**config.mk**
```make
export PLATFORM = sky130hd
export DESIGN_NAME = fma16_issue_ctrl
export DESIGN_NICKNAME = d
export VERILOG_FILES = /design/src/rtl/fma16_issue_ctrl.sv
export SDC_FILE = /design/constraint.sdc
export NUM_CORES = 1
export LEC_CHECK = 0
export CAP_MARGIN = 20
export CELL_PAD_IN_SITES_DETAIL_PLACEMENT = 1
export CELL_PAD_IN_SITES_GLOBAL_PLACEMENT = 1
export CORE_ASPECT_RATIO = 1.4
export CORE_MARGIN = 2
export CORE_UTILIZATION = 24
export CTS_BUF_LIST = sky130_fd_sc_hd__clkbuf_2
export DETAILED_ROUTE_END_ITERATION = 12
export GPL_TIMING_DRIVEN = 0
export HOLD_SLACK_MARGIN = 0.06
export PLACE_DENSITY = 0.81
export SLEW_MARGIN = 15
export SYNTH_ARGS = -nofsm -noshare
export SYNTH_HDL_FRONTEND = slang
export SYNTH_SLANG_ARGS = --single-unit
```
**constraint.sdc**
```tcl
create_clock -name clk -period 1.5 [get_ports clk]
set_input_delay 0.3 -clock clk [delete_from_list [all_inputs] [get_ports clk]]
set_output_delay 0.3 -clock clk [all_outputs]
set_load 0.03 [all_outputs]
```
**src/rtl/fma16_issue_ctrl.sv**
```systemverilog
`default_nettype none
// ============================================================================
// fma16_issue_ctrl : round-robin issue, op decode and tagged result return
//                    for one shared pipelined fma16 datapath.
// Revision 1.0
// ============================================================================
module fma16_issue_ctrl #(
  parameter int unsigned LAT  = 3,
  parameter logic [15:0] QNAN = 16'h7E00
) (
  input  logic        clk,
  input  logic        reset,
  input  logic [1:0]  req_valid_i,
  output logic [1:0]  req_ready_o,
  input  logic [31:0] req_x_i,
  input  logic [31:0] req_y_i,
  input  logic [31:0] req_z_i,
  input  logic [1:0]  req_mul_i,
  input  logic [1:0]  req_add_i,
  input  logic [1:0]  req_negp_i,
  input  logic [1:0]  req_negz_i,
  input  logic [3:0]  req_rm_i,
  input  logic        drain_i,
  output logic [15:0] dp_x_o,
  output logic [15:0] dp_y_o,
  output logic [15:0] dp_z_o,
  output logic        dp_negp_o,
  output logic        dp_negz_o,
  output logic [1:0]  dp_rm_o,
  output logic        dp_adv_o,
  input  logic [15:0] dp_result_i,
  input  logic [3:0]  dp_flags_i,
  output logic        out_valid_o,
  input  logic        out_ready_i,
  output logic        out_id_o,
  output logic [15:0] out_result_o,
  output logic [3:0]  out_flags_o,
  output logic        idle_o
);

  localparam logic [15:0] c_ONE = 16'h3C00;

  logic [LAT-1:0] v_q, v_d, tag_q, tag_d, byp_q, byp_d;
  logic           rr_q, rr_d;
  logic [15:0]    dp_x_q, dp_x_d, dp_y_q, dp_y_d, dp_z_q, dp_z_d;
  logic           dp_negp_q, dp_negp_d, dp_negz_q, dp_negz_d;
  logic [1:0]     dp_rm_q, dp_rm_d;
  logic           out_valid_q, out_valid_d, out_id_q, out_id_d;
  logic [15:0]    out_result_q, out_result_d;
  logic [3:0]     out_flags_q, out_flags_d;

  logic        w_adv, w_sel, w_fire, w_mul, w_add;
  logic [1:0]  w_elig, w_grant;
  logic [15:0] w_x, w_y, w_z;

  // Only a full output register facing a result ready to leave stalls the pipe.
  assign w_adv  = !(v_q[LAT-1] && out_valid_q && !out_ready_i);
  assign w_elig = req_valid_i & {2{w_adv && !drain_i}};

  always_comb begin
    w_grant = 2'b00;
    w_sel   = 1'b0;
    case (w_elig)
      2'b01: begin w_grant = 2'b01; w_sel = 1'b0; end
      2'b10: begin w_grant = 2'b10; w_sel = 1'b1; end
      2'b11: begin w_sel = rr_q; w_grant = rr_q ? 2'b10 : 2'b01; end
      default: ;
    endcase
  end

  assign w_fire = |w_grant;
  assign w_mul  = req_mul_i[w_sel];
  assign w_add  = req_add_i[w_sel];
  assign w_x    = w_sel ? req_x_i[31:16] : req_x_i[15:0];
  assign w_y    = w_sel ? req_y_i[31:16] : req_y_i[15:0];
  assign w_z    = w_sel ? req_z_i[31:16] : req_z_i[15:0];

  always_comb begin
    v_d          = v_q;
    tag_d        = tag_q;
    byp_d        = byp_q;
    rr_d         = rr_q;
    dp_x_d       = dp_x_q;
    dp_y_d       = dp_y_q;
    dp_z_d       = dp_z_q;
    dp_negp_d    = dp_negp_q;
    dp_negz_d    = dp_negz_q;
    dp_rm_d      = dp_rm_q;
    out_valid_d  = out_valid_q;
    out_id_d     = out_id_q;
    out_result_d = out_result_q;
    out_flags_d  = out_flags_q;

    if (w_adv) begin
      v_d   = {v_q[LAT-2:0], w_fire};
      tag_d = {tag_q[LAT-2:0], w_sel};
      byp_d = {byp_q[LAT-2:0], w_fire && !w_mul && !w_add};
    end

    // A missing multiply becomes y=1.0, a missing add becomes z=+0.
    if (w_fire) begin
      rr_d      = !w_sel;
      dp_x_d    = w_x;
      dp_y_d    = w_mul ? w_y : c_ONE;
      dp_z_d    = w_add ? w_z : 16'h0000;
      dp_negp_d = req_negp_i[w_sel];
      dp_negz_d = req_negz_i[w_sel];
      dp_rm_d   = w_sel ? req_rm_i[3:2] : req_rm_i[1:0];
    end

    if (w_adv && v_q[LAT-1]) begin
      out_valid_d  = 1'b1;
      out_id_d     = tag_q[LAT-1];
      out_result_d = byp_q[LAT-1] ? QNAN : dp_result_i;
      out_flags_d  = byp_q[LAT-1] ? 4'b1000 : dp_flags_i;
    end else if (out_valid_q && out_ready_i) begin
      out_valid_d = 1'b0;
    end
  end

  always_ff @(posedge clk) begin
    if (reset) begin
      v_q          <= '0;
      tag_q        <= '0;
      byp_q        <= '0;
      rr_q         <= 1'b0;
      dp_x_q       <= 16'h0000;
      dp_y_q       <= 16'h0000;
      dp_z_q       <= 16'h0000;
      dp_negp_q    <= 1'b0;
      dp_negz_q    <= 1'b0;
      dp_rm_q      <= 2'b00;
      out_valid_q  <= 1'b0;
      out_id_q     <= 1'b0;
      out_result_q <= 16'h0000;
      out_flags_q  <= 4'h0;
    end else begin
      v_q          <= v_d;
      tag_q        <= tag_d;
      byp_q        <= byp_d;
      rr_q         <= rr_d;
      dp_x_q       <= dp_x_d;
      dp_y_q       <= dp_y_d;
      dp_z_q       <= dp_z_d;
      dp_negp_q    <= dp_negp_d;
      dp_negz_q    <= dp_negz_d;
      dp_rm_q      <= dp_rm_d;
      out_valid_q  <= out_valid_d;
      out_id_q     <= out_id_d;
      out_result_q <= out_result_d;
      out_flags_q  <= out_flags_d;
    end
  end

  assign req_ready_o  = w_grant;
  assign dp_x_o       = dp_x_q;
  assign dp_y_o       = dp_y_q;
  assign dp_z_o       = dp_z_q;
  assign dp_negp_o    = dp_negp_q;
  assign dp_negz_o    = dp_negz_q;
  assign dp_rm_o      = dp_rm_q;
  assign dp_adv_o     = w_adv;
  assign out_valid_o  = out_valid_q;
  assign out_id_o     = out_id_q;
  assign out_result_o = out_result_q;
  assign out_flags_o  = out_flags_q;
  assign idle_o       = !(|v_q) && !out_valid_q;

endmodule
`default_nettype wire

```
==> results of run 1 <==
==> metal layers <==
layer	wire length, um	global-route usage (%)
met4	294	7.53
met5	0	0
met1	5310	17.6
met3	928	5.18
met2	8170	32.8
==> timing repair <==
item | CTS | global route
gates resized for setup | 475 | 128
buffers inserted | 11 | 17
endpoints found under the hold margin | 0 | 0
pin swaps | 3 | 11
hold buffers | 0 | 0
gates cloned | 1 | 7
endpoints found under the setup margin | 132 | 131
==> worst max-delay path: stages, from the launching register on <==
cell and delay, ps:
dfxtp_4 400, and3b_4 220, clkinv_4 70, nand4b_1 110, buf_6 140, inv_8 30, buf_8 110, buf_6 130
==> area by class of cell <==
class	instances	share of cell area, %
clock buffer	11	0.845
sequential	84	26.8
clock inverter	5	0.806
inverter	3	0.365
buffer	30	4.76
timing repair buffer	244	35.4
multi-input combinational	266	27.4
tap	185	3.55
==> registers in the layout (all words and copies together) (netlist names) <==
signal and flops:
dp_rm_o 2, dp_x_o 16, v_q 3, out_id_o 1, dp_negp_o 1, out_result_o 16
dp_z_o 16, tag_q 3, out_flags_o 4, dp_negz_o 1, rr_q 1, dp_y_o 16
out_valid_o 1, byp_q 3
==> how the worst min path moves through the flow <==
stage	from	end	slack (ps)	depth (start not counted)
6_report	req_rm_i[3]	dp_rm_o[1]	270	3
5_1_grt	req_y_i[27]	dp_y_o[11]	230	3
4_1_cts	req_rm_i[3]	dp_rm_o[1]	230	3
3_5_place_dp	out_result_o[4]	out_result_o[4]	450	2
3_3_place_gp	out_result_o[8]	out_result_o[8]	440	2
2_1_floorplan	byp_q[0]	byp_q[1]	430	2
==> metrics by stage <==
step	cell area [um^2]	utilization [%]	hold slack, ps	setup TNS (ps)	instances
after global routing	6520	46.6	233	-20440	828
after global placement	5850	41.8	439	-54950	779
final	6520	46.6	272	-13110	828
after detailed placement	5850	41.8	447	-58270	779
after floorplan	3510	-	432	-4850	384
after CTS	5870	42.0	225	-10740	806
==> report_power, final <==
part           switching, mW  internal, mW
clock network          0.805         0.386
logic                  0.626         0.712
registers             0.0609          2.35
total                   1.49          3.45
==> cell usage in the layout, fill, tap and decap left out, types with 12 or more instances in the layout <==
master / count
a21oi_1: 22
a311oi_1: 13
buf_2: 15
buf_4: 66
buf_6: 20
clkbuf_2: 12
clkbuf_4: 13
clkdlybuf4s50_1: 132
dfxtp_1: 35
dfxtp_2: 47
mux2i_1: 23
nand2_1: 78
nand3b_1: 13
nor2_1: 38
o2bb2ai_1: 27
==> logic make-up after synthesis <==
family | after synthesis | synth area share (%)
flip-flops | 84 | 48.6
buffers and inverters | 34 | 4.85
AND/OR/NAND/NOR | 157 | 20.5
AO/OA/AOI/OAI | 80 | 17.6
multiplexers | 29 | 8.39
==> results.md, run 1 <==
- Critical Path RT: ~1200 ps
- Worst IR Drop VDD: between 0.0003 and 0.0004 V
- WL per Instance: 17.7 um
- Total Nets Final: roughly 770
- Max Fclk: 490 MHz
- Design Power: a little under 5 mW
- Slew margin rel.: approximately 58%
- Vias per inst: 4.74
- Width of the die: 105 um
- Critical Path Sink: req_ready_o[1]
- Diodes inserted: 0
- Clk_lat worst skew: approximately 550 ps
- Skew final: about 31 ps
- Failing checks: negative setup slack
- First-pass GRT wire length: around 21 mm
- P_leak: between 2 and 3 nW
- Vias in the first global route: approximately 4.3k
- Critical R2R Launch: out_valid_o
- Clk buf depth: 2
- Minimum clock period: approximately 2000 ps
- Grt ovf: 0
- Max-slew violations: 0
- # setup viols final: between 70 and 80
- # fillers: about 1.6k
- Cell taking the most area after synthesis: dfxtp_1
- Synthesized area: around 3500 um^2
- Largest net degree at the start of global routing: 14
- GRT Overall Usage: between 15 and 20%
- Flop2flop setup slack: -270 ps
- Setup ws final: -540 ps
- Layout cells sized above 1: 36.1%
- CTS tree: yes
- Cell variety after synth: 31
- Avg Synthesized Cell Area: between 9 and 10 um^2
- Initial DRC Count: 72
- Die height: roughly 150 um
- CTS buffer count: 9
- WL final: 14.7 mm
- Top-area cell type share of the netlist area: between 40% and 50%
- Number of clock sinks: 84
- Starting Density: between 20% and 30%
- FF-to-FF End: dp_x_o[12]
- Synth warnings: 0
- Status: finished with violations
- Most common cell in the synthesized netlist: dfxtp_1
- Via count: roughly 3.9k
- Clock-pin slew on the worst setup and hold paths: 240 ps
- EDFF count, synth: 0
- Syn nets: slightly above 500
- Crit path launch: out_valid_o
- Least-Margin Pin Slew: 628 ps
- Initial antenna violation count: 0
- H-tree Lvls: 3
- RSZ-0062 raised after global routing: true
- IO Port Bufs: 210
- Post-synthesis sequential area ratio: ~49%
- Die footprint: approximately 15,000 um^2
- Worst-path fanout max: 4
- Main synth FF type: dfxtp_1
- Final period util: 136%
- Path depth of the worst reg2reg path: 9
- Crit start category: flip-flop
- Setup CP Type: flip-flop to primary output
- Multi-input gate area: ~1800 um^2
- Pre-CTS WS: -1170 ps
- Pwr dens: roughly 760 nW/um^2
- CTS root buffer: clkbuf_2
- FF/Latch Area: roughly 1700 um^2
- Min-delay worst type: input port to flip-flop
- DRC viols: 0
- Top post-synthesis cells by area: dfxtp_1 (49%), nand2_1 (8.5%), mux2i_1 (8.4%)
- Area Overhead vs Synth: 88.4%
- Routed Antenna Nets: 0
- Total iterations of the first detailed-routing run: 4
- Element type at the critical path end: primary output
- Cells after Synth: ~380
- Hpwl dp: 10.6 mm
- FF+latch count, synth: between 80 and 90
- Hold Vio Cnt, Final: 0
- I/O pins: approximately 210
- Area of the core: about 14,000 um^2
- Ys async rst share: 0%
- Number of max-cap violations: 0
- FP Rows: between 50 and 60
- CP arrival: 1740 ps
- Commonest cells in the netlist: dfxtp_1 (84), nand2_1 (78), nor2_1 (39)
- Routability cong.: 0.775
(Power assumes the default switching activity.)
==> run 2, diff against run 1 <==
--- a/config.mk
+++ b/config.mk
@@ -10,12 +10,12 @@
 export CELL_PAD_IN_SITES_GLOBAL_PLACEMENT = 1
 export CORE_ASPECT_RATIO = 1.4
 export CORE_MARGIN = 2
-export CORE_UTILIZATION = 24
+export CORE_UTILIZATION = 29
 export CTS_BUF_LIST = sky130_fd_sc_hd__clkbuf_2
 export DETAILED_ROUTE_END_ITERATION = 12
 export GPL_TIMING_DRIVEN = 0
 export HOLD_SLACK_MARGIN = 0.06
-export PLACE_DENSITY = 0.81
+export PLACE_DENSITY = 0.92
 export SLEW_MARGIN = 15
 export SYNTH_ARGS = -nofsm -noshare
 export SYNTH_HDL_FRONTEND = slang
==> constraint.sdc (replaced) <==
create_clock -name clk -period 2.6 [get_ports clk]
set_input_delay 0.52 -clock clk [delete_from_list [all_inputs] [get_ports clk]]
set_output_delay 0.52 -clock clk [all_outputs]
set_load 0.03 [all_outputs]
==> results.md, run 2 (same netlist as run 1, synthesis figures left out) <==
- Fin util: between 50% and 60%
- WL final: about 13 mm
- Post-cts sizing count: 12
- Worst IR Drop VDD: about 0.00026 V
- H-tree Lvls: 3
- Die footprint: 12,800 um^2
- Vias in the first global route: approximately 4.2k
- Routed Antenna Nets: 0
- Diodes inserted: 0
- P_sw: about 0.8 mW
- Path depth of the worst reg2reg path: 5
- DRC viols: 0
- Design area: 5890 um^2
- Via count: ~3.7k
- Setup CP Type: input port to primary output
- Power Internal: around 1.9 mW
- Layout cells sized above 1: 6.56%
- Hold Vio Cnt, Final: 0
- Post-CTS Hold Fix Bufs: 0
- Clock-pin slew on the worst setup and hold paths: around 240 ps
- CTS root buffer: clkbuf_2
- CP arrival: slightly above 2000 ps
- CTS buffer count: 9
- IO Port Bufs: 210
- Commonest non-fill, non-tap cell in the layout: clkdlybuf4s50_1
- Skew final: around 25 ps
- Vias per inst: ~4.9
- Setup TNS: 0 ps
- Element type at the critical path end: primary output
- Number of max-cap violations: 0
- Cell Area, Placed: ~5700 um^2
- Clk_lat worst skew: between 500 and 600 ps
- Die height: 133 um
- Width of the die: 96.3 um
- Most frequent cells in the layout: clkdlybuf4s50_1 (207), dfxtp_1 (82), nand2_1 (78), nor2_1 (39), mux2i_1 (29)
- FF-to-FF End: dp_x_o[6]
- Min-delay worst type: flip-flop to flip-flop
- Hold depth: 2
- Pwr dens: ~470 nW/um^2
- Slew margin rel.: slightly above 60%
- First-pass GRT wire length: 20.8 mm
- Flop2flop setup slack: 650 ps
- # fillers: roughly 1.4k
- Worst-path fanout max: 9
- RSZ-0062 raised after global routing: false
- Reg power frac: 50.3%
- Status: finished, final reports clean
- Critical Path RT: roughly 2100 ps
- Largest net degree at the start of global routing: 15
- CTS tree: yes
- Number of clock sinks: between 80 and 90
- Multi-input gate area: approximately 1600 um^2
- # setup viols final: 0
- Max Fclk: around 390 MHz
- Area of the core: between 10,000 and 15,000 um^2
- FP Rows: 47
- Total iterations of the first detailed-routing run: 4
- Hold Startpoint: byp_q[0]
- I/O pins: roughly 210
- Clk buf depth: 2
- GRT Overall Usage: about a fifth
- WL per Instance: 17.6 um
- Net Sw Frac: between 20% and 30%
- Hold Path Sink: byp_q[1]
- Design Power: 2.76 mW
- Clock power share: 25.0%
- Final period util: 97.8%
- Minimum clock period: between 2000 and 3000 ps
- Total setup buffers inserted after CTS: 0
- P_leak: about 2.3 nW
- Crit start category: input port
- Initial antenna violation count: 0
- Starting Density: between 20% and 30%
- Least-Margin Pin Slew: 570 ps
- Hold slack: approximately 460 ps
- Grt ovf: 0
- Critical R2R Launch: out_valid_o
- Hpwl dp: approximately 11 mm
- Area Overhead vs Synth: 70.2%
- Total Nets Final: 739
- Comb pwr share: between 20% and 30%
- Routability cong.: about 0.75
- FF/Latch Area: ~1700 um^2
- Initial DRC Count: 73
- Max-slew violations: 0
run 2: how the worst max path moves through the flow:
stage	startpoint	slack, ps	endpoint	cells after the start
6_report	out_ready_i	60	dp_adv_o	4
3_3_place_gp	out_ready_i	-620	req_ready_o[1]	8
3_5_place_dp	out_ready_i	-640	req_ready_o[1]	8
5_1_grt	out_ready_i	0.5	req_ready_o[1]	8
4_1_cts	out_ready_i	2	req_ready_o[1]	8
2_1_floorplan	out_valid_o	630	idle_o	1
run 2: layer usage:
| metal | vias to the layer above | part of all wire [%] | GRT usage (%) |
|---|---|---|---|
| li1 | 1804 | - | - |
| met5 | - | 0 | 0 |
| met4 | 0 | 2.3 | 7.28 |
| met2 | 150 | 55 | 40.5 |
| met1 | 1764 | 35 | 20.0 |
| met3 | 23 | 7.8 | 6.96 |
run 2: power groups by stage:
| stage | sequential (mW) | combinational, mW | clock [mW] |
|---|---|---|---|
| 4_1_cts | 1.39 | 0.688 | 0.720 |
| 6_report | 1.39 | 0.680 | 0.690 |
| 3_3_place_gp | 1.41 | 0.665 | 0 |
| 2_1_floorplan | 1.52 | 0.184 | 0 |
| 5_1_grt | 1.39 | 0.728 | 0.778 |
| 3_5_place_dp | 1.41 | 0.683 | 0 |
run 2: critical path, cell delays in order:
cell	delay [ps]
clkdlybuf4s50_1	500
and3b_4	240
inv_6	80
clkdlybuf4s50_1	680
run 2: area by class of cell:
class                           instances  area share [%]
Inverter                                3           0.361
Timing Repair Buffer                  210            35.7
Tap cell                              147            3.12
Clock inverter                          6            1.10
Multi-Input combinational cell        266            27.3
Sequential cell                        84            28.6
Clock buffer                           10           0.850
Buffer                                 31            2.89
run 2: per-stage QoR:
stage                     worst slack, ps  cells
after floorplan                       634    384
after global placement               -615    741
after detailed placement             -639    741
after CTS                            1.51    757
after global routing                0.540    757
final                                58.5    757
==> run 3, diff against run 2 <==
==> constraint.sdc (replaced) <==
create_clock -name clk -period 2.6 [get_ports clk]
set_input_delay 0.65 -clock clk [delete_from_list [all_inputs] [get_ports clk]]
set_output_delay 0.65 -clock clk [all_outputs]
set_load 0.03 [all_outputs]
==> results.md, run 3 (same netlist as run 1, synthesis figures left out) <==
- Hpwl dp: about 11 mm
- Setup CP Type: input port to primary output
- GRT Overall Usage: 21.1%
- Vias in the first global route: roughly 4.2k
- Pwr dens: approximately 460 nW/um^2
- Post-route non-filler standard cell count: approximately 770
- Clock-pin slew on the worst setup and hold paths: approximately 250 ps
- Worst-path fanout max: 8
- Most frequent cells in the layout: clkdlybuf4s50_1 (204), dfxtp_1 (82), nand2_1 (78), nor2_1 (39), mux2i_1 (29)
- Min-delay worst type: flip-flop to flip-flop
- Post-CTS Hold Fix Bufs: 0
- # fillers: approximately 1.4k
- Total Nets Final: 747
- WL per Instance: between 15 and 20 um
- Total iterations of the first detailed-routing run: 4
- WL final: ~14 mm
- Top cell by count, worst path: buf_6
- # setup viols final: 0
- Initial antenna violation count: 0
- CP arrival: around 1900 ps
- Critical Path RT: roughly 2000 ps
- CTS root buffer: clkbuf_2
- Width of the die: around 96 um
- Dpl cells: about 740
- Initial DRC Count: between 70 and 80
- First-pass GRT wire length: between 20 and 25 mm
- Slew margin rel.: about three fifths
- DRC viols: 0
- Final period util: between 90% and 100%
- Die footprint: between 10,000 and 15,000 um^2
- P_leak: 2.29 nW
- Commonest non-fill, non-tap cell in the layout: clkdlybuf4s50_1
- Status: finished, final reports clean
- Crit start category: input port
- H-tree Lvls: 3
- Routability cong.: between 0.7 and 0.8
- Clk buf depth: 2
- Max-slew violations: 0
- Starting Density: between 20% and 30%
- Largest net degree at the start of global routing: 15
- Diodes inserted: 0
- Slowest-stage cell, CP: clkdlybuf4s50_1
- Crit path largest cell delay: 510 ps
- Least-Margin Pin Slew: 596 ps
- CTS tree: yes
- Vias per inst: a little under 5
- IO Port Bufs: 210
- Worst IR Drop VDD: between 0.0002 and 0.0003 V
- Design Power: around 2.8 mW
- Number of max-cap violations: 0
- Die height: between 100 and 150 um
- Max Fclk: around 400 MHz
- Skew final: 36.5 ps
- Hold Vio Cnt, Final: 0
- Grt ovf: 0
- Flop2flop setup slack: between 600 and 700 ps
- Via count: between 3k and 4k
- FP Rows: between 40 and 50
- Clk_lat worst skew: 550 ps
- CTS buffer count: 9
- Minimum clock period: 2530 ps
- Routed Antenna Nets: 0
- Cell Chain, Critical Path: clkdlybuf4s50_1 > nand4b_1 > buf_6 > inv_8 > buf_8 > buf_6
- Hold slack: about 450 ps
- Element type at the critical path end: primary output
- Layout cells sized above 1: slightly below 8%
- Number of clock sinks: 84
- I/O pins: roughly 210
- Area Overhead vs Synth: 71.6%
- Area of the core: around 12,000 um^2
## run 3: what timing repair did
| action | 4_1_cts | 5_1_grt |
|---|---|---|
| endpoints found under the setup margin | 4 | 1 |
| buffers inserted | 1 | 7 |
| hold endpoints to repair | 0 | 0 |
| gates resized for setup | 23 | 3 |
## run 3: critical path: cells and delay by family
family	cells	cell delay, ps
buffers and inverters	5	980
AND/OR/NAND/NOR	1	240
## run 3: worst paths after layout
path,from,to,depth (start not counted)
min reg2reg,byp_q[0],byp_q[1],2
max,drain_i,req_ready_o[1],6
min,byp_q[0],byp_q[1],2
max reg2reg,v_q[2],dp_negz_o,5
## run 3: per-layer routing
metal,up-vias,global-route usage [%],wire (um)
li1,1821,-,-
met1,1788,20.3,4780
met2,154,40.2,7380
met3,25,6.96,1050
met4,0,7.67,333
met5,-,0,0
## run 3: layout make-up
cell class | instances | area, um^2 | share of cell area [%]
Clock inverter | 6 | 65.1 | 1.10
Buffer | 31 | 165 | 2.78
Sequential cell | 84 | 1690 | 28.4
Timing Repair Buffer | 218 | 2150 | 36.3
Tap cell | 147 | 184 | 3.10
Multi-Input combinational cell | 266 | 1610 | 27.1
Inverter | 3 | 23.8 | 0.400
Clock buffer | 10 | 50.0 | 0.843
## run 3: metrics by stage
stage,instance area [um^2],setup TNS [ps],util [%],setup slack [ps]
after floorplan,3460,0,-,409
final,5940,0,50.5,65.7
after global placement,5750,-3430,48.9,-875
after detailed placement,5750,-4380,48.9,-899
after CTS,5880,0,50.0,17.1
after global routing,5940,-26.0,50.5,-26.0
## run 3: power by group
part | switching, mW | leakage [nW] | internal [mW] | total [mW]
Combinational | 0.327 | 1.53 | 0.356 | 0.683
Sequential | 0.0343 | 0.688 | 1.35 | 1.38
Clock | 0.464 | 0.0735 | 0.227 | 0.691
Total | 0.825 | 2.29 | 1.93 | 2.76
